File: config.mk
export PLATFORM = sky130hd
export DESIGN_NAME = posit_div_iter
export DESIGN_NICKNAME = d
export VERILOG_FILES = /design/src/rtl/posit_div_iter.sv
export SDC_FILE = /design/constraint.sdc
export NUM_CORES = 1
export LEC_CHECK = 0
export CORE_MARGIN = 8
export CORE_UTILIZATION = 30
export CTS_CLUSTER_DIAMETER = 120
export CTS_CLUSTER_SIZE = 40
export DETAILED_ROUTE_END_ITERATION = 6
export SYNTH_ARGS = -nofsm -noshare
export SYNTH_HDL_FRONTEND = slang
export SYNTH_SLANG_ARGS = --single-unit
File: constraint.sdc
create_clock -name aclk -period 28.6 [get_ports aclk]
set_clock_uncertainty 0.2 [all_clocks]
set_input_delay 5.72 -clock aclk [delete_from_list [all_inputs] [get_ports aclk]]
set_output_delay 5.72 -clock aclk [all_outputs]
set_load 0.05 [all_outputs]
File: src/rtl/posit_div_iter.sv
// posit_div_iter: iterative posit<N,es> divider, quotient = in1 / in2.
// One operation at a time under a start/busy/done handshake. The operands are
// decoded, their hidden-bit fractions go through a restoring radix-2 divide
// (one quotient bit per cycle), and the result is re-encoded with truncation
// and saturation to minpos/maxpos.
// Ports:
//   aclk, aresetn      clock (rising edge), asynchronous active-low reset
//   start, in1, in2    request and operands; start is sampled only while busy=0
//   busy               operation in progress
//   done               one-cycle pulse; result/inf/zero are valid from here on
//   result, inf, zero  quotient posit, NaR flag, zero flag (held until next done)
module posit_div_iter #(
  parameter int N  = 16,
  parameter int es = 3
) (
  input  logic         aclk,
  input  logic         aresetn,
  input  logic         start,
  input  logic [N-1:0] in1,
  input  logic [N-1:0] in2,
  output logic         busy,
  output logic         done,
  output logic [N-1:0] result,
  output logic         inf,
  output logic         zero
);
  localparam int Bs = $clog2(N);
  localparam int Q  = N - es + 2;
  localparam int FW = N - es + 1;
  localparam int SW = es + Bs + 2;
  localparam int CW = $clog2(Q);
  localparam int TW = 2 + es + Q - 1;

  localparam logic [N-1:0] NAR    = {1'b1, {(N-1){1'b0}}};
  localparam logic [N-1:0] MAXPOS = {1'b0, {(N-1){1'b1}}};
  localparam logic [N-1:0] MINPOS = {{(N-1){1'b0}}, 1'b1};
  localparam logic signed [SW-1:0] KLIM = SW'(N - 2);

  typedef enum logic [2:0] {IDLE, DECODE, DIVIDE, PACK, DONE} state_t;
  state_t state, state_next;

  logic [N-1:0]         op1, op2;
  logic                 sign;
  logic signed [SW-1:0] scale_diff;
  logic [FW:0]          rem;
  logic [FW-1:0]        divisor;
  logic [Q-1:0]         quo;
  logic [CW-1:0]        cnt;

  // Returns {scale, fraction-with-hidden-bit}, where scale = k*2^es + e.
  // Exponent/fraction bits pushed off the end by a long regime read as zero.
  function automatic logic [SW+FW-1:0] decode(input logic [N-1:0] p);
    logic [N-2:0]         mag, sh;
    logic                 rc, stop;
    logic [Bs:0]          run, shamt;
    logic signed [SW-1:0] kr, k;
    logic [es-1:0]        e;
    mag  = p[N-1] ? (~p[N-2:0] + 1'b1) : p[N-2:0];
    rc   = mag[N-2];
    run  = '0;
    stop = 1'b0;
    for (int i = N - 2; i >= 0; i--) begin
      if (!stop && (mag[i] == rc)) run = run + 1'b1;
      else stop = 1'b1;
    end
    shamt = run + 1'b1;
    sh    = mag << shamt;
    kr    = $signed({{(SW-Bs-1){1'b0}}, run});
    k     = rc ? (kr - SW'(1)) : -kr;
    e     = sh[N-2 -: es];
    return {k[SW-es-1:0], e, 1'b1, sh[N-es-2:0], 1'b0};
  endfunction

  logic [SW+FW-1:0] dec1, dec2;
  logic             nar_case, special;

  assign dec1     = decode(op1);
  assign dec2     = decode(op2);
  assign nar_case = (op1 == NAR) || (op2 == NAR) || (op2 == '0);
  assign special  = nar_case || (op1 == '0);

  // Re-encoding. A quotient below 1 is renormalised by one bit. The regime is
  // formed by an arithmetic shift of a 2-bit seed: "10" smears ones for k>=0,
  // "01" smears zeros for k<0; floor(D/2^es) gives the negative-D borrow.
  logic signed [SW-1:0] d_adj, k_out, run_out;
  logic [es-1:0]        e_out;
  logic [Q-2:0]         frac_out;
  logic signed [TW-1:0] packed_v, shifted;
  logic [N-2:0]         mag_out;
  logic [N-1:0]         packed_res;
  logic                 pack_unused;

  always_comb begin
    frac_out = quo[Q-1] ? quo[Q-2:0] : {quo[Q-3:0], 1'b0};
    d_adj    = quo[Q-1] ? scale_diff : scale_diff - SW'(1);
    k_out    = d_adj >>> es;
    e_out    = d_adj[es-1:0];
    run_out  = k_out[SW-1] ? ~k_out : k_out;
    packed_v = {(k_out[SW-1] ? 2'b01 : 2'b10), e_out, frac_out};
    shifted  = packed_v >>> run_out;
    mag_out  = shifted[TW-1 -: N-1];
    if (k_out >= KLIM) mag_out = MAXPOS[N-2:0];
    else if (k_out <= -KLIM) mag_out = MINPOS[N-2:0];
    packed_res = sign ? (~{1'b0, mag_out} + 1'b1) : {1'b0, mag_out};
  end

  // Bits below the posit's precision are truncated away.
  assign pack_unused = ^shifted[TW-N:0];

  // State register.
  always_ff @(posedge aclk or negedge aresetn) begin
    if (!aresetn) state <= IDLE;
    else          state <= state_next;
  end

  // Next-state logic.
  always_comb begin
    state_next = state;
    case (state)
      IDLE, DONE: state_next = start ? DECODE : IDLE;
      DECODE:     state_next = special ? DONE : DIVIDE;
      DIVIDE:     if (cnt == CW'(Q - 1)) state_next = PACK;
      PACK:       state_next = DONE;
      default:    state_next = IDLE;
    endcase
  end

  // Handshake outputs.
  always_comb begin
    busy = 1'b0;
    done = 1'b0;
    case (state)
      DECODE, DIVIDE, PACK: busy = 1'b1;
      DONE:                 done = 1'b1;
      default:              ;
    endcase
  end

  // Datapath: operand latch, decode, one restoring step per DIVIDE cycle,
  // and the result registers that hold until the next completion.
  always_ff @(posedge aclk or negedge aresetn) begin
    if (!aresetn) begin
      op1        <= '0;
      op2        <= '0;
      sign       <= 1'b0;
      scale_diff <= '0;
      rem        <= '0;
      divisor    <= '0;
      quo        <= '0;
      cnt        <= '0;
      result     <= '0;
      inf        <= 1'b0;
      zero       <= 1'b0;
    end else begin
      case (state)
        IDLE, DONE: begin
          if (start) begin
            op1 <= in1;
            op2 <= in2;
          end
        end
        DECODE: begin
          sign       <= op1[N-1] ^ op2[N-1];
          scale_diff <= $signed(dec1[SW+FW-1 -: SW]) - $signed(dec2[SW+FW-1 -: SW]);
          rem        <= {1'b0, dec1[FW-1:0]};
          divisor    <= dec2[FW-1:0];
          quo        <= '0;
          cnt        <= '0;
          if (nar_case) begin
            result <= NAR;
            inf    <= 1'b1;
            zero   <= 1'b0;
          end else if (op1 == '0) begin
            result <= '0;
            inf    <= 1'b0;
            zero   <= 1'b1;
          end
        end
        DIVIDE: begin
          if (rem >= {1'b0, divisor}) begin
            rem <= {rem[FW-1:0] - divisor, 1'b0};
            quo <= {quo[Q-2:0], 1'b1};
          end else begin
            rem <= {rem[FW-1:0], 1'b0};
            quo <= {quo[Q-2:0], 1'b0};
          end
          cnt <= cnt + 1'b1;
        end
        PACK: begin
          result <= packed_res;
          inf    <= 1'b0;
          zero   <= 1'b0;
        end
        default: ;
      endcase
    end
  end
endmodule

Word level (Yosys, flattened, before mapping)
Cells that the tools add are included.
Cells by class
  reductions and logical operators: 62
  mux-type cells: 85
  bitwise logic cells: 5
  order comparisons: 3
  shifts and indexed selects: 3
  eq/ne operators: 37
  add/subtract/negate cells: 39
Operator list (count)
  $add A5 B1 Y5 const B: 27
  $mux W5: 26
  $mux W15: 5
  $pmux W15 S2: 2
  $mux W16: 3
  $mux W1: 34
  $eq A16 B16 Y1 const B: 2
  $logic_not A16 Y1: 2
  $pmux W16 S2: 1
  $add A15 B1 Y15 const B: 2
  $not A15 Y15: 2
  $shl A15 B5 Y15: 2
  $eq A1 B1 Y1: 28
  $logic_and A1 B1 Y1: 26
  $logic_not A1 Y1: 24
  $sshr A19 B9 Y19: 1
  $mux W9: 2
  $add A16 B1 Y16 const B: 1
  $not A15 Y16: 1
  $ge A15 B14 Y1: 1
  $mux W14: 1
  $sub A14 B14 Y14: 1
  $mux W6: 2
  $neg A5 Y6: 2
  26 further kinds: 36
Word-level totals
  bits of input ports: 35
  output and inout port bits: 20
  register bits: 110

Longest topological paths before layout
Gate-level depths: netlist (run 1).
  depth in word-level cells: 45
  mapped depth: 61
  depth with buffers taken out: 57

Worst setup path before layout (run 1)
Ideal clock, no wire load.
  path kind: register to register
  start: register op2[0]
  end: register scale_diff[8]
  data arrival time: 11.750 ns
  stages on the path, launching flop included: 61
  slack: 16.526 ns
  cell sequence: dfrtp_1 > buf_2 > inv_1 > ha_1 > or3b_2 > or2_2 > o211a_4 > or2_1 > buf_2 > buf_1 > a21oi_1 > a2bb2oi_1 > ha_1 > nor2_1 > nor2_1 > ha_1 > nand2_1 > o21ai_0 > [... 25 more ...] > clkbuf_1 > mux2i_1 > mux2i_1 > mux2_2 > nor2_1 > ha_1 > inv_1 > fa_1 > a21o_1 > a21o_1 > a21o_1 > a21oi_1 > o21bai_1 > a21oi_1 > xnor2_1 > or4b_1 > and4_1 > a211o_1
Between the ends
  cells in the longest elaborated chain, start to end: 45
  elaborated cells between the ends (all ways): 88
  classes of those cells: 18 x add/sub; 14 x eq/ne; 1 x shift; 29 x mux; 1 x bitwise; 25 x reduce/logical
Ends and longest elaborated chain
  start, declared: line 42  | logic [N-1:0] op1, op2;
  start signal, assigned: line 159  | op2 <= in2;
  $not A15 Y15: line 58  | mag = p[N-1] ? (~p[N-2:0] + 1'b1) : p[N-2:0];
  $add A15 B1 Y15: line 58
  $mux W15 *: line 58
  parallel branches: the longest is 41 deep, another holds $add A5 B1 Y5
  $sub A9 B9 Y9 *: line 164  | scale_diff <= $signed(dec1[SW+FW-1 -: SW]) - $signed(dec2[SW+FW-1 -: SW]);
  end signal, assigned: line 164
  end, declared: line 44  | logic signed [SW-1:0] scale_diff;
Every way passes the cells marked *.
A chain may end at the register's enable or synchronous reset.

Worst setup path in the final report (run 1)
  start: register op1[0]
  end: register scale_diff[8]
Between the ends
  cells in the longest elaborated chain, start to end: 45
  elaborated cells between the ends (all ways): 88
  classes of those cells: 18 x add/sub; 14 x eq/ne; 1 x shift; 29 x mux; 1 x bitwise; 25 x reduce/logical
Ends and longest elaborated chain
  start, declared: line 42
  start signal, assigned: line 158  | op1 <= in1;
  $not A15 Y15: line 58
  $add A15 B1 Y15: line 58
  $mux W15 *: line 58
  parallel branches: the longest is 41 deep, another holds $add A5 B1 Y5
  $sub A9 B9 Y9 *: line 164
Marked as above.

==> results of run 1 <==
-- per-layer routing --
| metal | GRT usage | vias up | wire length, um |
|---|---|---|---|
| li1 | - | 5517 | - |
| met4 | 0.0320 | 2 | 637 |
| met5 | 0 | - | 9 |
| met3 | 0.0317 | 39 | 1780 |
| met2 | 0.211 | 263 | 14400 |
| met1 | 0.190 | 5244 | 16200 |
-- cells in the final DEF, fill, tap and decap left out, types with 53 or more instances in the layout --
cell type / n
inv_1: 59
mux2i_1: 77
o21ai_0: 110
nor2_1: 109
ha_1: 55
xnor2_1: 72
a21oi_1: 88
dfrtp_1: 109
clkdlybuf4s50_1: 53
nand2_1: 167
-- flip-flops by register name (all words and copies together) (netlist names) --
signal,cells
op1,16
op2,16
result,16
quo,15
rem,14
divisor,13
scale_diff,9
cnt,4
state,3
inf,1
sign,1
zero,1
-- worst reg2reg max path, delay by kind of cell, from the launching register on --
| kind | cells | cell delay (ps) |
|---|---|---|
| buffers and inverters | 6 | 820 |
| AOI/OAI and AO/OA | 18 | 3750 |
| adders and majority gates | 11 | 3670 |
| muxes | 3 | 810 |
| and+or+nand+nor | 12 | 2500 |
| xor gates and xnor gates | 2 | 880 |
| DFF | 1 | 450 |
-- area by class of cell --
type | instances | area, um2 | share of cell area
flip-flops and latches | 109 | 2730 | 0.199
well taps | 532 | 666 | 0.0486
repair buffers | 69 | 651 | 0.0475
clock buffers | 10 | 229 | 0.0167
inverters | 63 | 236 | 0.0173
clock inverters | 6 | 91.3 | 0.00667
multi-input cells | 1250 | 9090 | 0.664
-- synthesized netlist by cell type (6+ instances only) --
cell,instances,area share
a211o_1,10,0.0071
a211oi_1,16,0.0097
a21o_1,23,0.014
a21oi_1,88,0.036
a22o_1,18,0.013
a22oi_1,7,0.0043
a31oi_1,10,0.0051
and2_1,13,0.0066
and3_1,12,0.0061
buf_1,8,0.0024
buf_2,10,0.0041
clkbuf_1,57,0.017
dfrtp_1,109,0.22
ha_1,55,0.056
inv_1,59,0.018
mux2_2,49,0.045
mux2i_1,77,0.062
mux4_2,9,0.016
nand2_1,167,0.051
nand2b_1,22,0.011
nand3_1,25,0.010
nand4_1,17,0.0086
nor2_1,109,0.033
nor2b_1,7,0.0035
nor3_1,34,0.014
nor4_1,8,0.0041
o211ai_1,9,0.0055
o21a_1,13,0.0079
o21ai_0,111,0.045
o22a_1,6,0.0043
o22ai_1,8,0.0041
o31ai_1,19,0.012
o41ai_1,12,0.0085
or2_2,17,0.0086
or3_1,22,0.011
or3b_2,7,0.0050
or4_1,8,0.0049
xnor2_1,72,0.051
xnor3_1,9,0.016
xor2_1,41,0.029
-- stage by stage --
step,hold WS [ps],cell area (um2)
finish,254,13700
global route,280,13700
CTS,258,13700
detailed placement,238,13400
global placement,239,13400
floorplan,218,12400
-- cells by family after synthesis --
group / synth area share
compound gates: 0.243
xor+xnor: 0.102
fa+ha+maj: 0.0606
buf+inv: 0.0454
flops: 0.221
mux: 0.127
simple gates: 0.201
-- worst max-delay path by stage --
stage	to	slack [ps]
final	scale_diff[8]$_DFFE_PN0P_	15410
after global routing	scale_diff[8]$_DFFE_PN0P_	14430
after CTS	scale_diff[8]$_DFFE_PN0P_	15410
after detailed placement	scale_diff[8]$_DFFE_PN0P_	15510
after global placement	scale_diff[8]$_DFFE_PN0P_	15490
after floorplan	scale_diff[8]$_DFFE_PN0P_	16530
==> flow_summary.json, run 1 <==
{
  "status": "finished, final reports clean",
  "grtUsageTotal": 0.136,
  "drc_errors": 0,
  "startpoint": "op1[0]$_DFFE_PN0P_",
  "routabilityCongestion": 0.895,
  "required_ps": 28660,
  "async_flop_share": 1.00,
  "yosysWarnings": 0,
  "num_vias": 11100,
  "max_stage_delay_ps": 780,
  "r2r-start": "op1[0]$_DFFE_PN0P_",
  "final_cell_count_no_fill": 2039,
  "grt_start_max_net_pins": 64,
  "worstReg2RegEnd": "scale_diff[8]$_DFFE_PN0P_",
  "cp_max_fo": 18,
  "nNetsFinal": 1594,
  "hp-class": "flop to flop",
  "viasPerCell": 5.43,
  "dp_slack_ps": 15510,
  "r2r_cells": 52,
  "cts-root-buf": "clkbuf_16",
  "tns_ps": 0,
  "worst-r2r-setup-slack_ps": 15410,
  "start_kind": "flop",
  "postLayoutCoreUtil": 0.336,
  "critPathSlowestCell": "xnor2_2",
  "holdPathEnd": "divisor[13]$_DFFE_PN0P_",
  "synth_area_mm2": 0.0124,
  "synthCells": 1500,
  "period_share": 0.461,
  "numPlacedInstances": 2023,
  "clk_pin_slew_ps": 80,
  "syn_area_per_cell_um2": 8.24,
  "syn_nets": 1592,
  "antenna_found_initial": 1,
  "worst_pin_slew_ps": 995,
  "dr.pass1.iters": 5,
  "drt_iter0_drc": 813,
  "ant_nets": 0,
  "cts_hold_buffers": 0,
  "drv_slew": 0,
  "ctsResizeCount": 0,
  "ioPinCount": 55,
  "fill_cells": 4271,
  "diodes": 0,
  "wl_per_cell_um": 16.2,
  "path_depth": 52,
  "insertion_delay_ps": 370,
  "clkSinkCount": 109,
  "synth-seq-area-share": 0.221,
  "die_area_mm2": 0.0479,
  "setup_slack_ps": 15410,
  "cp_data_arrival_time_ps": 13250,
  "start_util": 0.303,
  "synth_ff_type": "dfrtp_1",
  "postCtsSetupBuffers": 0,
  "tritoncts": "yes",
  "worstSetupPathType": "flop to flop",
  "syn2layout_area_growth_pct": 10.8,
  "path_buf_inv": 6,
  "relSlewSlack": 0.332,
  "path_common_cell": "ha_1",
  "fp.coreArea_mm2": 0.0407,
  "grt_pass1_wl_um": 54700,
  "detail_route.wirelength_um": 33000,
  "synth.distinct_cells": 104,
  "port_buffers": 54,
  "grt_pass1_vias": 10500,
  "cts_buffer_depth": 2,
  "finalHoldViolCount": 0,
  "min-delay-start": "divisor[13]$_DFFE_PN0P_",
  "cts_made_buffers": 9,
  "clock.fmax_ghz": 0.0758,
  "die_y_um": 219,
  "min_path_cells": 2,
  "setup-violations-final": 0,
  "hpwl_um": 25500,
  "drive_gt1_frac": 0.105,
  "synth_edf_count": 0,
  "fp.dieW_um": 219,
  "synth-seq-cells": 109,
  "globalRouteOverflowTotal": 0,
  "rsz0062_at_grt": "false",
  "critPathTopFamily": "compound AO/OA/AOI/OAI gates",
  "cap_violations": 0,
  "min_period_ps": 13190,
  "ctsHtreeMaxLevel": 3,
  "cp-end-kind": "flop",
  "rows": 74
}
Power of run 1 is left out: the tool's default activity adds up to more than one toggle a clock period on the data nets, which glitch-free logic cannot reach.
==> run 2: changes to the inputs <==
- clock period: 28.6 -> 12.62 ns (I/O delays scaled with it)
==> run 2 against run 1 <==
Utilization up 0.72 points. Hold slack improved by 3.7 ps. Die area stayed put. First-iteration DRC count down 12%. Critical endpoint unchanged. Global-route usage is 0.092 points lower. Sequential share of layout area down 0.42 points. Register-to-register slack worse by 15000 ps.
==> flow_summary.json, run 2 (same netlist as run 1, synthesis figures left out) <==
{
  "routabilityCongestion": 0.882,
  "cap_violations": 0,
  "clock.fmax_ghz": 0.0835,
  "cts_hold_buffers": 0,
  "hp-class": "flop to flop",
  "detail_route.wirelength_um": 33200,
  "grt_start_max_net_pins": 64,
  "dr_wl_met2_um": 14900,
  "holdPathEnd": "divisor[13]$_DFFE_PN0P_",
  "min-delay-start": "divisor[13]$_DFFE_PN0P_",
  "wl_met1_um": 16200,
  "nNetsFinal": 1621,
  "syn2layout_area_growth_pct": 13.2,
  "grt_pass1_wl_um": 54400,
  "top_layer_used": "met4",
  "port_buffers": 54,
  "numPlacedInstances": 2039,
  "cp_data_arrival_time_ps": 12030,
  "clkSinkCount": 109,
  "required_ps": 12680,
  "die_y_um": 219,
  "worstSetupPathType": "flop to flop",
  "final_cell_count_no_fill": 2066,
  "fp.dieW_um": 219,
  "drv_slew": 0,
  "hpwl_um": 25900,
  "viasPerCell": 5.39,
  "start_kind": "flop",
  "worst_pin_slew_ps": 1030,
  "rows": 74,
  "r2r-start": "op2[9]$_DFFE_PN0P_",
  "final_cell_mix": "nand2_1, nor2_1, dfrtp_1, o21ai_0, a21oi_1",
  "start_util": 0.303,
  "ctsHtreeMaxLevel": 3,
  "tritoncts": "yes",
  "finalHoldViolCount": 0,
  "worstReg2RegEnd": "scale_diff[8]$_DFFE_PN0P_",
  "ioPinCount": 55,
  "critPathSlowestCell": "or4_4",
  "wl_per_cell_um": 16.1,
  "cp-end-kind": "flop",
  "dr.pass1.iters": 5,
  "fin_area_mm2": 0.0140,
  "startpoint": "op2[9]$_DFFE_PN0P_",
  "max_stage_delay_ps": 600,
  "min_period_ps": 11970,
  "place_area_mm2": 0.0135,
  "cts_buffer_depth": 2,
  "min_path_cells": 2,
  "status": "finished, final reports clean",
  "fp.coreArea_mm2": 0.0407,
  "antenna_found_initial": 0,
  "worst-r2r-setup-slack_ps": 650,
  "drc_errors": 0,
  "dr_wl_met3_um": 1500,
  "relSlewSlack": 0.308,
  "drt_iter0_drc": 714,
  "ant_nets": 0,
  "r2r_cells": 52,
  "drive_gt1_frac": 0.138,
  "final_common_cell": "nand2_1",
  "cts_made_buffers": 9,
  "path_common_cell": "ha_1",
  "setup-violations-final": 0,
  "diodes": 0,
  "clk_pin_slew_ps": 80,
  "period_share": 0.949,
  "cts-root-buf": "clkbuf_16",
  "grtUsageTotal": 0.135,
  "largestRegisters": "op1: 16 flops, op2: 16 flops, result: 16 flops",
  "grt_pass1_vias": 10600,
  "die_area_mm2": 0.0479,
  "globalRouteOverflowTotal": 0,
  "num_vias": 11100,
  "insertion_delay_ps": 370,
  "cp_max_fo": 8,
  "fill_cells": 4258,
  "fin_hold_ws_ps": 258
}
-- run 2: changes by cell type in the layout (fill, tap and decap cells not counted), moves of 3 or more --
cell | previous run | this run
a21oi_1 | 88 | 84
a21oi_2 | 0 | 4
o21ai_0 | 110 | 107
buf_4 | 16 | 42
-- run 2: worst max-delay path, delay by kind of cell, from the launching register on --
family | cells | cell delay [ps]
XOR/XNOR | 2 | 290
buffers and inverters | 2 | 140
flip-flops | 1 | 450
adder cells (fa/ha/maj) | 11 | 3170
AO/OA/AOI/OAI | 19 | 3470
AND/OR/NAND/NOR | 16 | 3720
multiplexers | 2 | 420
-- run 2: layer usage --
layer  GRT usage  vias up
li1            -     5565
met1       0.187     5304
met2       0.218      236
met3      0.0233       41
met4      0.0329        0
met5           0        -
-- run 2: how the worst max path moves through the flow --
| stage | endpoint | slack, ps | depth (start not counted) |
|---|---|---|---|
| finish | scale_diff[8]$_DFFE_PN0P_ | 650 | 52 |
| global placement | scale_diff[8]$_DFFE_PN0P_ | 520 | 57 |
| floorplan | scale_diff[8]$_DFFE_PN0P_ | 550 | 60 |
| detailed placement | scale_diff[8]$_DFFE_PN0P_ | 170 | 57 |
| CTS | scale_diff[8]$_DFFE_PN0P_ | 130 | 57 |
| global route | scale_diff[8]$_DFFE_PN0P_ | -0.5 | 56 |
-- run 2: layout make-up --
cell class,instances,area [um2],area share
clock inverter,7,68.8,0.00492
sequential,109,2730,0.195
inverter,63,239,0.0171
clock buffer,9,225,0.0161
timing repair buffer,96,857,0.0613
tap,532,666,0.0476
multi-input combinational,1250,9200,0.658
-- run 2: what timing repair did --
item                                    in CTS  in global routing
buffers inserted                             0                 11
resized for setup                            0                 31
endpoints found under the setup margin       0                  1
-- run 2: stage by stage --
stage          TNS, ps  utilization  worst slack [ps]
2_1_floorplan        0            -               546
3_3_place_gp         0        0.331               517
3_5_place_dp         0        0.331               166
4_1_cts              0        0.338               128
5_1_grt         -0.491        0.343            -0.491
6_report             0        0.343               648
Power of run 2 is left out for the same reason.
